[config.mk]
export PLATFORM = sky130hd
export DESIGN_NAME = spi_mnrch16
export DESIGN_NICKNAME = d
export VERILOG_FILES = /design/src/rtl/spi_mnrch16.sv
export SDC_FILE = /design/constraint.sdc
export NUM_CORES = 1
export LEC_CHECK = 0
export BUFFER_PORTS_ARGS = -buffer_cell sky130_fd_sc_hd__buf_2
export CORE_MARGIN = 2
export CORE_UTILIZATION = 40
export DETAILED_ROUTE_END_ITERATION = 7
export PLACE_DENSITY = 0.66
export SLEW_MARGIN = 20
export SYNTH_ARGS = -nofsm -noshare
export SYNTH_HDL_FRONTEND = slang
export SYNTH_SLANG_ARGS = --single-unit
[constraint.sdc]
create_clock -name i_clk -period 3.55 [get_ports i_clk]
set_clock_uncertainty 0.15 [all_clocks]
set_input_delay 0.8875 -clock i_clk [delete_from_list [all_inputs] [get_ports i_clk]]
set_output_delay 0.8875 -clock i_clk [all_outputs]
set_load 0.03 [all_outputs]
[src/rtl/spi_mnrch16.sv]
// SPI mode-3 monarch: shifts one 16-bit command out MSB first while capturing the
// sensor's 16-bit reply. SCLK is clk/16 and comes straight from the divider MSB.
module spi_mnrch16 (
  input  logic        i_clk,
  input  logic        i_rst,
  input  logic        i_wrt,
  input  logic [15:0] i_wt_data,
  input  logic        i_miso,
  output logic        o_ss_n,
  output logic        o_sclk,
  output logic        o_mosi,
  output logic        o_done,
  output logic [15:0] o_rd_data
);

  typedef enum logic {IDLE, SHIFT} state_t;

  localparam logic [3:0] DIV_PRELOAD = 4'b1011;

  state_t      r_state;
  state_t      w_state_next;
  logic [15:0] r_shft_reg;
  logic [3:0]  r_sclk_div;
  logic        r_miso_smpl;
  logic [4:0]  r_shft_cnt;
  logic        r_smpl_taken;
  logic        r_ss_n;
  logic        r_done;

  logic        w_load;
  logic        w_smpl;
  logic        w_shift;
  logic        w_finish;

  always_ff @(posedge i_clk) begin
    if (i_rst) begin
      r_state <= IDLE;
    end else begin
      r_state <= w_state_next;
    end
  end

  // The first div==15 after start is the end of the front porch: nothing has been
  // sampled yet, so r_smpl_taken gates the shift until the first SCLK rise.
  always_comb begin
    w_state_next = r_state;
    w_load       = 1'b0;
    w_smpl       = 1'b0;
    w_shift      = 1'b0;
    w_finish     = 1'b0;
    case (r_state)
      IDLE: begin
        if (i_wrt) begin
          w_load       = 1'b1;
          w_state_next = SHIFT;
        end
      end
      SHIFT: begin
        w_smpl   = (r_sclk_div == 4'd7);
        w_shift  = (r_sclk_div == 4'd15) && r_smpl_taken;
        w_finish = w_shift && (r_shft_cnt == 5'd15);
        if (w_finish) begin
          w_state_next = IDLE;
        end
      end
      default: w_state_next = IDLE;
    endcase
  end

  always_ff @(posedge i_clk) begin
    if (i_rst) begin
      r_shft_reg   <= 16'h0000;
      r_sclk_div   <= DIV_PRELOAD;
      r_miso_smpl  <= 1'b0;
      r_shft_cnt   <= 5'd0;
      r_smpl_taken <= 1'b0;
      r_ss_n       <= 1'b1;
      r_done       <= 1'b0;
    end else if (w_load) begin
      r_shft_reg   <= i_wt_data;
      r_sclk_div   <= DIV_PRELOAD;
      r_shft_cnt   <= 5'd0;
      r_smpl_taken <= 1'b0;
      r_ss_n       <= 1'b0;
      r_done       <= 1'b0;
    end else if (r_state == SHIFT) begin
      // Reloading the preload on the last shift keeps SCLK high: no trailing fall.
      r_sclk_div <= w_finish ? DIV_PRELOAD : r_sclk_div + 4'd1;
      if (w_smpl) begin
        r_miso_smpl  <= i_miso;
        r_smpl_taken <= 1'b1;
      end
      if (w_shift) begin
        r_shft_reg <= {r_shft_reg[14:0], r_miso_smpl};
        r_shft_cnt <= r_shft_cnt + 5'd1;
      end
      if (w_finish) begin
        r_ss_n <= 1'b1;
        r_done <= 1'b1;
      end
    end
  end

  assign o_ss_n    = r_ss_n;
  assign o_sclk    = r_sclk_div[3];
  assign o_mosi    = r_shft_reg[15];
  assign o_done    = r_done;
  assign o_rd_data = r_shft_reg;

endmodule

==> impl_metrics.tcl, run 1 <==
set metrics [dict create \
    relSlewSlack_pct 47.59 \
    synth_common_cells "dfxtp_1 (30), a21oi_1 (24), a32oi_1 (16), o211ai_1 (16)" \
    multiInputGateArea_sq_um 655.6 \
    ys_warn_count 0 \
    synth_compound_area_share_pct 32.10 \
    worstSkewPairLatency_ps 330 \
    start_util_pct 41.18 \
    vias 1302 \
    outcome "completed" \
    peakVddDrop_mv 0.2321 \
    grt_pass1_vias 1322 \
    crit_chain "nand2b_1, nand2_1, o31a_1" \
    synthCells 148 \
    hp-start "o_done$_SDFFE_PP0P_" \
    setup_tns_ps 0 \
    wire_per_inst_um 14.88 \
    postCtsHoldBufs 0 \
    tightest_slew_ps 786.2 \
    final_core_util_pct 48.80 \
    gp_congestion 0.6770 \
    slew_viol_final 0 \
    cpPeakStageDelay_ps 620 \
    track_usage_pct 18.31 \
    period_share_pct 58.94 \
    drt_iter0_drc 54 \
    hold_violations 0 \
    worstPathRequired_ps 3630 \
    syn-num-nets 171 \
    ys.flop_type "dfxtp_1" \
    drtAntennaViolNets 0 \
    cts_resized 0 \
    ys_seq_area_share_pct 44.40 \
    core_area_sq_um 3284 \
    timing.rr.end "r_sclk_div[0]$_SDFFE_PP1P_" \
    nets 203 \
    r2r-start "r_state$_SDFF_PP0_" \
    cts_root_buf "clkbuf_4" \
    synth-adder-area-share_pct 2.775 \
    seq_area_sq_um 600.6 \
    drive_above_1_share_pct 27.62 \
    synth_top_area_share_pct 44.40 \
    avgSynthCellArea_sq_um 9.139 \
    synth.area.mux_share_pct 2.220 \
    worst-path-max-fanout 20 \
    post_cts_buffers 0 \
    cp.arrival_ps 2170 \
    drc_errors 0 \
    critPathKind "reg2reg" \
    grt_pass1_wl_um 5768 \
    clock_sinks 30 \
    yosysUniqueCellTypes 29 \
    dieHeight_um 62.15 \
    min_path_type "reg2reg" \
    rrSetupSlack_ps 1460 \
    synth_xor_area_share_pct 0.6475 \
    cpMaxStageDelayCell "nand2b_1" \
    fp-row-count 21 \
    power.density_nw_per_um2 428.7 \
    clk_pin_slew_ps 100 \
    fillCellCount 333 \
    dieArea_sq_um 3863 \
    yosys-top-cells-area "dfxtp_1 (44%), a32oi_1 (10%), a21oi_1 (8.9%)" \
    numCtsBuffers 5 \
    io_pins 40 \
    synth-simple-area-share_pct 10.73 \
    drtPass1Iterations 4 \
    synth.largest_area_cell "dfxtp_1" \
    antenna_found_initial 0 \
    crit_path_end_kind "flip-flop" \
    die_x_um 62.15 \
    yosysMostFrequentCell "dfxtp_1" \
    n_antenna_cell 0 \
    wl_um 3378 \
    reg2reg_depth 3 \
    cp-startpoint "r_state$_SDFF_PP0_" \
    htree_levels 2 \
    dp_hpwl_um 2233 \
    crit_end "r_sclk_div[0]$_SDFFE_PP1P_" \
    synth-seq-cells 30 \
    clockBufferDepth 2 \
    rsz0062_at_grt "false" \
    power.leakage_nw 0.6296 \
    synth_top_family_by_area "compound AO/OA/AOI/OAI gates" \
    area_growth_pct 18.50 \
    async_flop_share_pct 0 \
    synth-edff-count 0 \
    cts_tree "done" \
    setup_viol_count_final 0 \
    syn_area_sq_um 1353 \
    grt_max_degree 24 \
    grt_remaining_overflow 0 \
    cap_violations 0 \
    startpoint_type "flip-flop" \
    post-route-min-period_ps 2092 \
    max_freq_ghz 0.4779 \
    io_buffers 39 \
    vias_per_cell 5.736 \
]
==> metal layers <==
metal / part of all wire (%) / GRT usage [%] / wire, um
met5: 0 / 0 / 0
met1: 44 / 22.43 / 1483
met3: 4.9 / 4.348 / 164
met2: 50 / 30.43 / 1701
met4: 0.86 / 8.611 / 29
==> kinds of logic (layout without fill, tap and decap cells) <==
| logic type | after synthesis | in the layout |
|---|---|---|
| AOI/OAI and AO/OA | 64 | 64 |
| muxes | 3 | 3 |
| adders and majority gates | 3 | 3 |
| buffers and inverters | 20 | 53 |
| xor gates and xnor gates | 1 | 1 |
| and+or+nand+nor | 27 | 27 |
| DFF | 30 | 30 |
==> registers in the layout (all words and copies together), names as in the netlist <==
name and flops:
o_done 1, o_rd_data 16, o_ss_n 1, r_miso_smpl 1
r_sclk_div 4, r_shft_cnt 5, r_smpl_taken 1, r_state 1
==> cell usage in the layout, fill, tap and decap left out, types with 2 or more instances in the layout <==
cell type   n
mux2i_1     3
buf_2      39
a32oi_1    16
nand2_1     5
ha_1        3
inv_1       4
a21oi_1    24
nand4b_1    2
o21ai_1     3
dfxtp_1    30
nor2_1      3
and3_1      2
buf_4       2
clkbuf_4    5
or3_1       2
nand3_1     7
o211ai_1   16
==> worst max-delay path: cells and delay by family, from the launching register on <==
| family | cells | cell delay [ps] |
|---|---|---|
| AOI/OAI and AO/OA | 1 | 310 |
| DFF | 1 | 550 |
| and+or+nand+nor | 2 | 980 |
==> report_power, final <==
part | internal (mW) | switching [mW] | total, mW
Combinational | 0.0351 | 0.0660 | 0.101
Clock | 0.0952 | 0.124 | 0.219
Sequential | 0.352 | 0.0147 | 0.367
==> per-stage QoR <==
stage	power, mW	setup slack [ps]	instances	cell area [sq um]	hold WS, ps
global route	0.7244	1256	227	1603	362.2
finish	0.6871	1458	227	1603	322.9
global placement	0.4735	1122	219	1539	284.6
detailed placement	0.4759	1110	219	1539	306.1
floorplan	0.4451	1760	148	1353	285.0
CTS	0.6911	1452	227	1603	324.2
==> final cells by class <==
class	count	area share, %
multi-input combinational	98	40.91
inverter	4	0.9368
tap	46	3.591
clock inverter	2	0.7806
timing repair buffer	41	13.11
clock buffer	6	3.201
sequential	30	37.47
==> worst min-delay path by stage <==
| stage | endpoint | cells after the start |
|---|---|---|
| global route | o_done$_SDFFE_PP0P_ | 2 |
| global placement | o_done$_SDFFE_PP0P_ | 2 |
| floorplan | r_smpl_taken$_SDFFE_PP0P_ | 2 |
| finish | o_done$_SDFFE_PP0P_ | 2 |
| detailed placement | o_done$_SDFFE_PP0P_ | 2 |
| CTS | o_done$_SDFFE_PP0P_ | 2 |
Power figures use the tool's default switching activity.
==> run 2: changes to the inputs <==
- ABC_AREA: unset -> 1
- PLACE_DENSITY: 0.66 -> 0.67
- clock period: 3.55 -> 1.8 ns (I/O delays scaled with it)
==> run 2 against run 1 <==
  * Area after synthesis grew 17%
  * Worst setup slack lost 1300 ps
  * Power grew 120%
  * Maximum frequency grew 29%
  * Global-route usage shrank 0.76 points
  * Count of clock-buffer cells in the layout grew 1
  * Register-to-register slack lost 1300 ps
  * Final area grew 15%
  * Largest power group unchanged
==> impl_metrics.tcl, run 2 <==
set metrics [dict create \
    vias_per_cell 4.816 \
    async_flop_share_pct 0 \
    cp.arrival_ps 1660 \
    synth-edff-count 0 \
    drtAntennaViolNets 0 \
    holdWs_ps 288.2 \
    syn-num-nets 231 \
    slew_viol_final 0 \
    numCtsBuffers 5 \
    n_antenna_cell 0 \
    crit_path_end_kind "flip-flop" \
    rrSetupSlack_ps 170 \
    worst-path-max-fanout 22 \
    stdcell_area_sq_um 1844 \
    ys_warn_count 0 \
    post-route-min-period_ps 1628 \
    dieHeight_um 66.78 \
    gp_congestion 0.8859 \
    timing.rr.end "r_state$_SDFF_PP0_" \
    grt_pass1_vias 1334 \
    ys_seq_area_share_pct 38.10 \
    wire_per_inst_um 11.53 \
    drc_errors 0 \
    final_cell_mix "nand2_1 (57), buf_2 (39), nand3_1 (36), dfxtp_1 (30)" \
    critPathKind "reg2reg" \
    peakVddDrop_mv 0.3618 \
    yosys-top-cells-area "dfxtp_1 (38%), nand2_1 (14%), nand3_1 (11%)" \
    yosysUniqueCellTypes 23 \
    period_share_pct 90.43 \
    dp.cells 286 \
    postPlaceCellArea_sq_um 1753 \
    synth-seq-cells 30 \
    grt_max_degree 29 \
    setup_tns_ps 0 \
    drt_iter0_drc 50 \
    vias 1416 \
    htree_levels 2 \
    rsz0062_at_grt "false" \
    post_cts_buffers 0 \
    cts_resized 0 \
    seq_area_sq_um 600.6 \
    setup_viol_count_final 0 \
    power.leakage_nw 0.8430 \
    worstSkewPairLatency_ps 280 \
    max_freq_ghz 0.6143 \
    avgSynthCellArea_sq_um 7.579 \
    die_x_um 66.78 \
    holdPathStages 3 \
    grt_pass1_wl_um 5899 \
    area_growth_pct 16.98 \
    synth_common_cells "nand2_1 (57), nand3_1 (36), dfxtp_1 (30)" \
    ys.flop_type "dfxtp_1" \
    reg2reg_depth 8 \
    clockBufferDepth 2 \
    drive_above_1_share_pct 32.52 \
    postCtsHoldBufs 0 \
    cap_violations 0 \
    largest_reg_flops 16 \
    io_buffers 39 \
    synthCells 208 \
    stdcell_count 294 \
    dp_hpwl_um 2262 \
    relSlewSlack_pct 80.45 \
    core_area_sq_um 3716 \
    multiInputGateArea_sq_um 824.5 \
    final_common_cell "nand2_1" \
    hp-start "i_rst" \
    fillCellCount 394 \
    dieArea_sq_um 4460 \
    worstPathRequired_ps 1830 \
    io_pins 40 \
    outcome "completed" \
    cts_tree "done" \
    min_path_type "in2reg" \
    wl_um 3389 \
    yosysMostFrequentCell "nand2_1" \
    drtPass1Iterations 5 \
    r2r-start "r_sclk_div[1]$_SDFFE_PP1P_" \
    fp-row-count 22 \
    power.density_nw_per_um2 803.3 \
    startpoint_type "flip-flop" \
    synth_top_area_share_pct 38.10 \
    holdPathEnd "o_ss_n$_SDFFE_PP1P_" \
    antenna_found_initial 0 \
    nets 268 \
    synth.largest_area_cell "dfxtp_1" \
    clk_pin_slew_ps 60 \
    cts_root_buf "clkbuf_8" \
    tightest_slew_ps 292.9 \
    p_total_mw 1.481 \
    syn_area_sq_um 1577 \
    start_util_pct 42.42 \
    track_usage_pct 17.55 \
    grt_remaining_overflow 0 \
    hold_violations 0 \
    clock_sinks 30 \
]
-- run 2: changes by cell type after synthesis, sizes merged, moves of 3 or more --
cell	before	now
nand3	7	36
nand2	6	73
o211ai	16	0
nand4	0	3
inv	4	10
mux2i	3	0
buf	9	13
nor2	3	11
a32oi	16	0
clkbuf	7	0
-- run 2: layout make-up --
type	count	area share [%]
Inverter	10	2.307
Multi-Input combinational cell	155	44.71
Timing Repair Buffer	43	12.21
Sequential cell	30	32.56
Clock inverter	1	0.2714
Clock buffer	7	4.681
Tap cell	48	3.256
-- run 2: per-layer routing --
layer	up-vias	GRT usage (%)	part of all wire, %
met5	-	0	0
met4	0	6.122	1.5
met3	6	5.405	4.8
met2	29	28.25	46
met1	630	22.07	48
li1	751	-	-
-- run 2: cells by family after synthesis --
| kind of cell | Yosys count | synth area share [%] |
|---|---|---|
| compound gates | 26 | 10.63 |
| xor+xnor | 2 | 1.111 |
| fa+ha+maj | 3 | 2.381 |
| buf+inv | 23 | 9.603 |
| flops | 30 | 38.10 |
| simple gates | 124 | 38.17 |
-- run 2: report_power, final --
group	switching (mW)	internal (mW)	leakage, nW	total (mW)
registers	0.0181	0.686	0.244	0.704
clock network	0.248	0.308	0.0482	0.555
logic	0.145	0.0767	0.551	0.222
total	0.411	1.07	0.843	1.48
-- run 2: metrics by stage --
| step | setup slack, ps | util, % |
|---|---|---|
| finish | 172.2 | 49.63 |
| floorplan | 334.3 | - |
| CTS | 177.9 | 49.63 |
| detailed placement | 188.4 | 47.17 |
| global placement | 275.5 | 47.17 |
| global route | 49.58 | 49.63 |
-- run 2: worst max-delay path by stage --
| stage | startpoint | endpoint | slack (ps) |
|---|---|---|---|
| 2_1_floorplan | r_sclk_div[3]$_SDFFE_PP1P_ | r_shft_cnt[1]$_SDFFE_PP0P_ | 330 |
| 3_3_place_gp | i_wrt | r_shft_cnt[1]$_SDFFE_PP0P_ | 280 |
| 3_5_place_dp | r_sclk_div[1]$_SDFFE_PP1P_ | r_state$_SDFF_PP0_ | 190 |
| 4_1_cts | r_sclk_div[1]$_SDFFE_PP1P_ | r_state$_SDFF_PP0_ | 180 |
| 5_1_grt | r_sclk_div[1]$_SDFFE_PP1P_ | o_rd_data[5]$_SDFFE_PP0P_ | 50 |
| 6_report | r_sclk_div[1]$_SDFFE_PP1P_ | r_state$_SDFF_PP0_ | 170 |
-- run 2: worst max-delay path, cell delays in order (launching register included) --
cell	delay, ps
dfxtp_1	370
ha_1	210
nand2_1	100
nor2_4	120
nand2_4	190
inv_2	170
nand2_2	110
nand2_1	70
nor2_1	40
==> run 3: changes to the inputs <==
- PLACE_DENSITY: 0.67 -> 0.65
- clock period: 1.8 -> 1.76 ns (I/O delays scaled with it)
==> run 3 against run 2 <==
  * Sequential share of layout area fell by 0.066 points
  * Hold slack improved by 12 ps
  * Die area did not move
  * First-iteration DRC count rose by 14%
  * Worst setup slack got worse by 19 ps
  * Count of clock-buffer cells in the layout did not move
  * Global-route usage fell by 0.82 points
  * Critical path depth did not move
  * Largest cell class unchanged
  * Register-to-register slack got worse by 20 ps
  * Non-clock buffer count rose by 1
==> impl_metrics.tcl, run 3 (synthesized netlist as in run 2, its figures left out) <==
set metrics [dict create \
    power.leakage_nw 0.8442 \
    holdWs_ps 300.5 \
    dp.cells 287 \
    track_usage_pct 16.73 \
    hold_violations 0 \
    n_antenna_cell 0 \
    cts_root_buf "clkbuf_8" \
    worst-path-max-fanout 23 \
    wire_per_inst_um 11.28 \
    vias 1411 \
    slew_viol_final 0 \
    drtPass1Iterations 4 \
    stdcell_count 295 \
    htree_levels 2 \
    startpoint_type "flip-flop" \
    cap_violations 0 \
    outcome "completed" \
    critPathKind "reg2reg" \
    worstPathRequired_ps 1780 \
    setup_ws_ps 153.6 \
    tightest_slew_ps 323.9 \
    setup_viol_count_final 0 \
    relSlewSlack_pct 78.39 \
    rsz0062_at_grt "false" \
    post-route-min-period_ps 1606 \
    wl_um 3328 \
    grt_remaining_overflow 0 \
    max_freq_ghz 0.6225 \
    grt_pass1_vias 1243 \
    hp-start "i_rst" \
    postCtsHoldBufs 0 \
    die_x_um 66.78 \
    antenna_found_initial 0 \
    numCtsBuffers 5 \
    timing.rr.end "r_state$_SDFF_PP0_" \
    setup_tns_ps 0 \
    r2r-start "r_sclk_div[1]$_SDFFE_PP1P_" \
    io_pins 40 \
    dieArea_sq_um 4460 \
    core_area_sq_um 3716 \
    rrSetupSlack_ps 150 \
    reg2reg_depth 8 \
    io_buffers 39 \
    worstSkewPairLatency_ps 270 \
    dieHeight_um 66.78 \
    drc_errors 0 \
    nets 270 \
    period_share_pct 91.27 \
    start_util_pct 42.42 \
    final_common_cell "nand2_1" \
    min_path_type "in2reg" \
    dp_hpwl_um 2306 \
    clockBufferDepth 2 \
    clock_sinks 30 \
    drt_iter0_drc 57 \
    cts_tree "done" \
    largest_reg_flops 16 \
    place_ws_ps 165.6 \
    holdPathEnd "o_ss_n$_SDFFE_PP1P_" \
    peakVddDrop_mv 0.3938 \
    power.density_nw_per_um2 787.3 \
    clk_pin_slew_ps 60 \
    drtAntennaViolNets 0 \
    cp.arrival_ps 1630 \
    gp_congestion 0.7856 \
    area_growth_pct 17.22 \
    holdPathStages 3 \
    grt_pass1_wl_um 5706 \
    final_cell_mix "nand2_1 (57), buf_2 (39), nand3_1 (36), dfxtp_1 (30)" \
    final_core_util_pct 49.73 \
    crit_path_end_kind "flip-flop" \
    vias_per_cell 4.783 \
    grt_max_degree 36 \
    drive_above_1_share_pct 32.39 \
    fp-row-count 22 \
]
-- run 3: cell count changes in the layout (fill, tap and decap cells not counted) --
cell,before,now
clkbuf_1,1,2
buf_4,4,5
nand2_4,1,2
clkinv_2,1,0
clkbuf_8,6,5
-- run 3: power breakdown --
group | internal [mW] | switching (mW) | total [mW]
sequential | 0.702 | 0.0197 | 0.722
combinational | 0.0800 | 0.148 | 0.228
clock | 0.271 | 0.234 | 0.505
-- run 3: routing by layer --
metal  share of wire, %  global-route usage, %
met5                  0                      0
met4               0.75                  4.592
met3                4.2                  5.068
met2                 46                  25.87
met1                 49                  22.46
-- run 3: how the worst max path moves through the flow --
stage / endpoint / startpoint
floorplan: r_shft_cnt[1]$_SDFFE_PP0P_ / r_sclk_div[3]$_SDFFE_PP1P_
global placement: o_rd_data[4]$_SDFFE_PP0P_ / r_sclk_div[0]$_SDFFE_PP1P_
detailed placement: o_rd_data[2]$_SDFFE_PP0P_ / r_sclk_div[0]$_SDFFE_PP1P_
CTS: o_rd_data[2]$_SDFFE_PP0P_ / r_sclk_div[1]$_SDFFE_PP1P_
global route: r_state$_SDFF_PP0_ / r_sclk_div[1]$_SDFFE_PP1P_
finish: r_state$_SDFF_PP0_ / r_sclk_div[1]$_SDFFE_PP1P_
-- run 3: critical path, stage by stage (launching register included) --
cell and delay, ps:
dfxtp_1 360, ha_1 200, nand2_1 100, nor2_4 120
nand2_4 200, inv_2 180, nand2_2 100, nand2_1 70
nor2_1 30
-- run 3: stage by stage --
step	cell area, sq um	power [mW]
2_1_floorplan	1577	0.9135
3_3_place_gp	1760	0.9647
3_5_place_dp	1760	0.9646
4_1_cts	1837	1.473
5_1_grt	1848	1.528
6_report	1848	1.455
-- run 3: final cells by class --
cell class              instances  area [sq um]
clock buffers                   7         76.32
fillers                       411          1868
inverters                      10         42.54
multi-input cells             156         835.8
flip-flops and latches         30         600.6
well taps                      48         60.06
repair buffers                 44         232.7
-- run 3: what timing repair did --
item	4_1_cts	5_1_grt
setup buffers	0	0
gates resized for setup	0	0
setup endpoints to repair	0	1
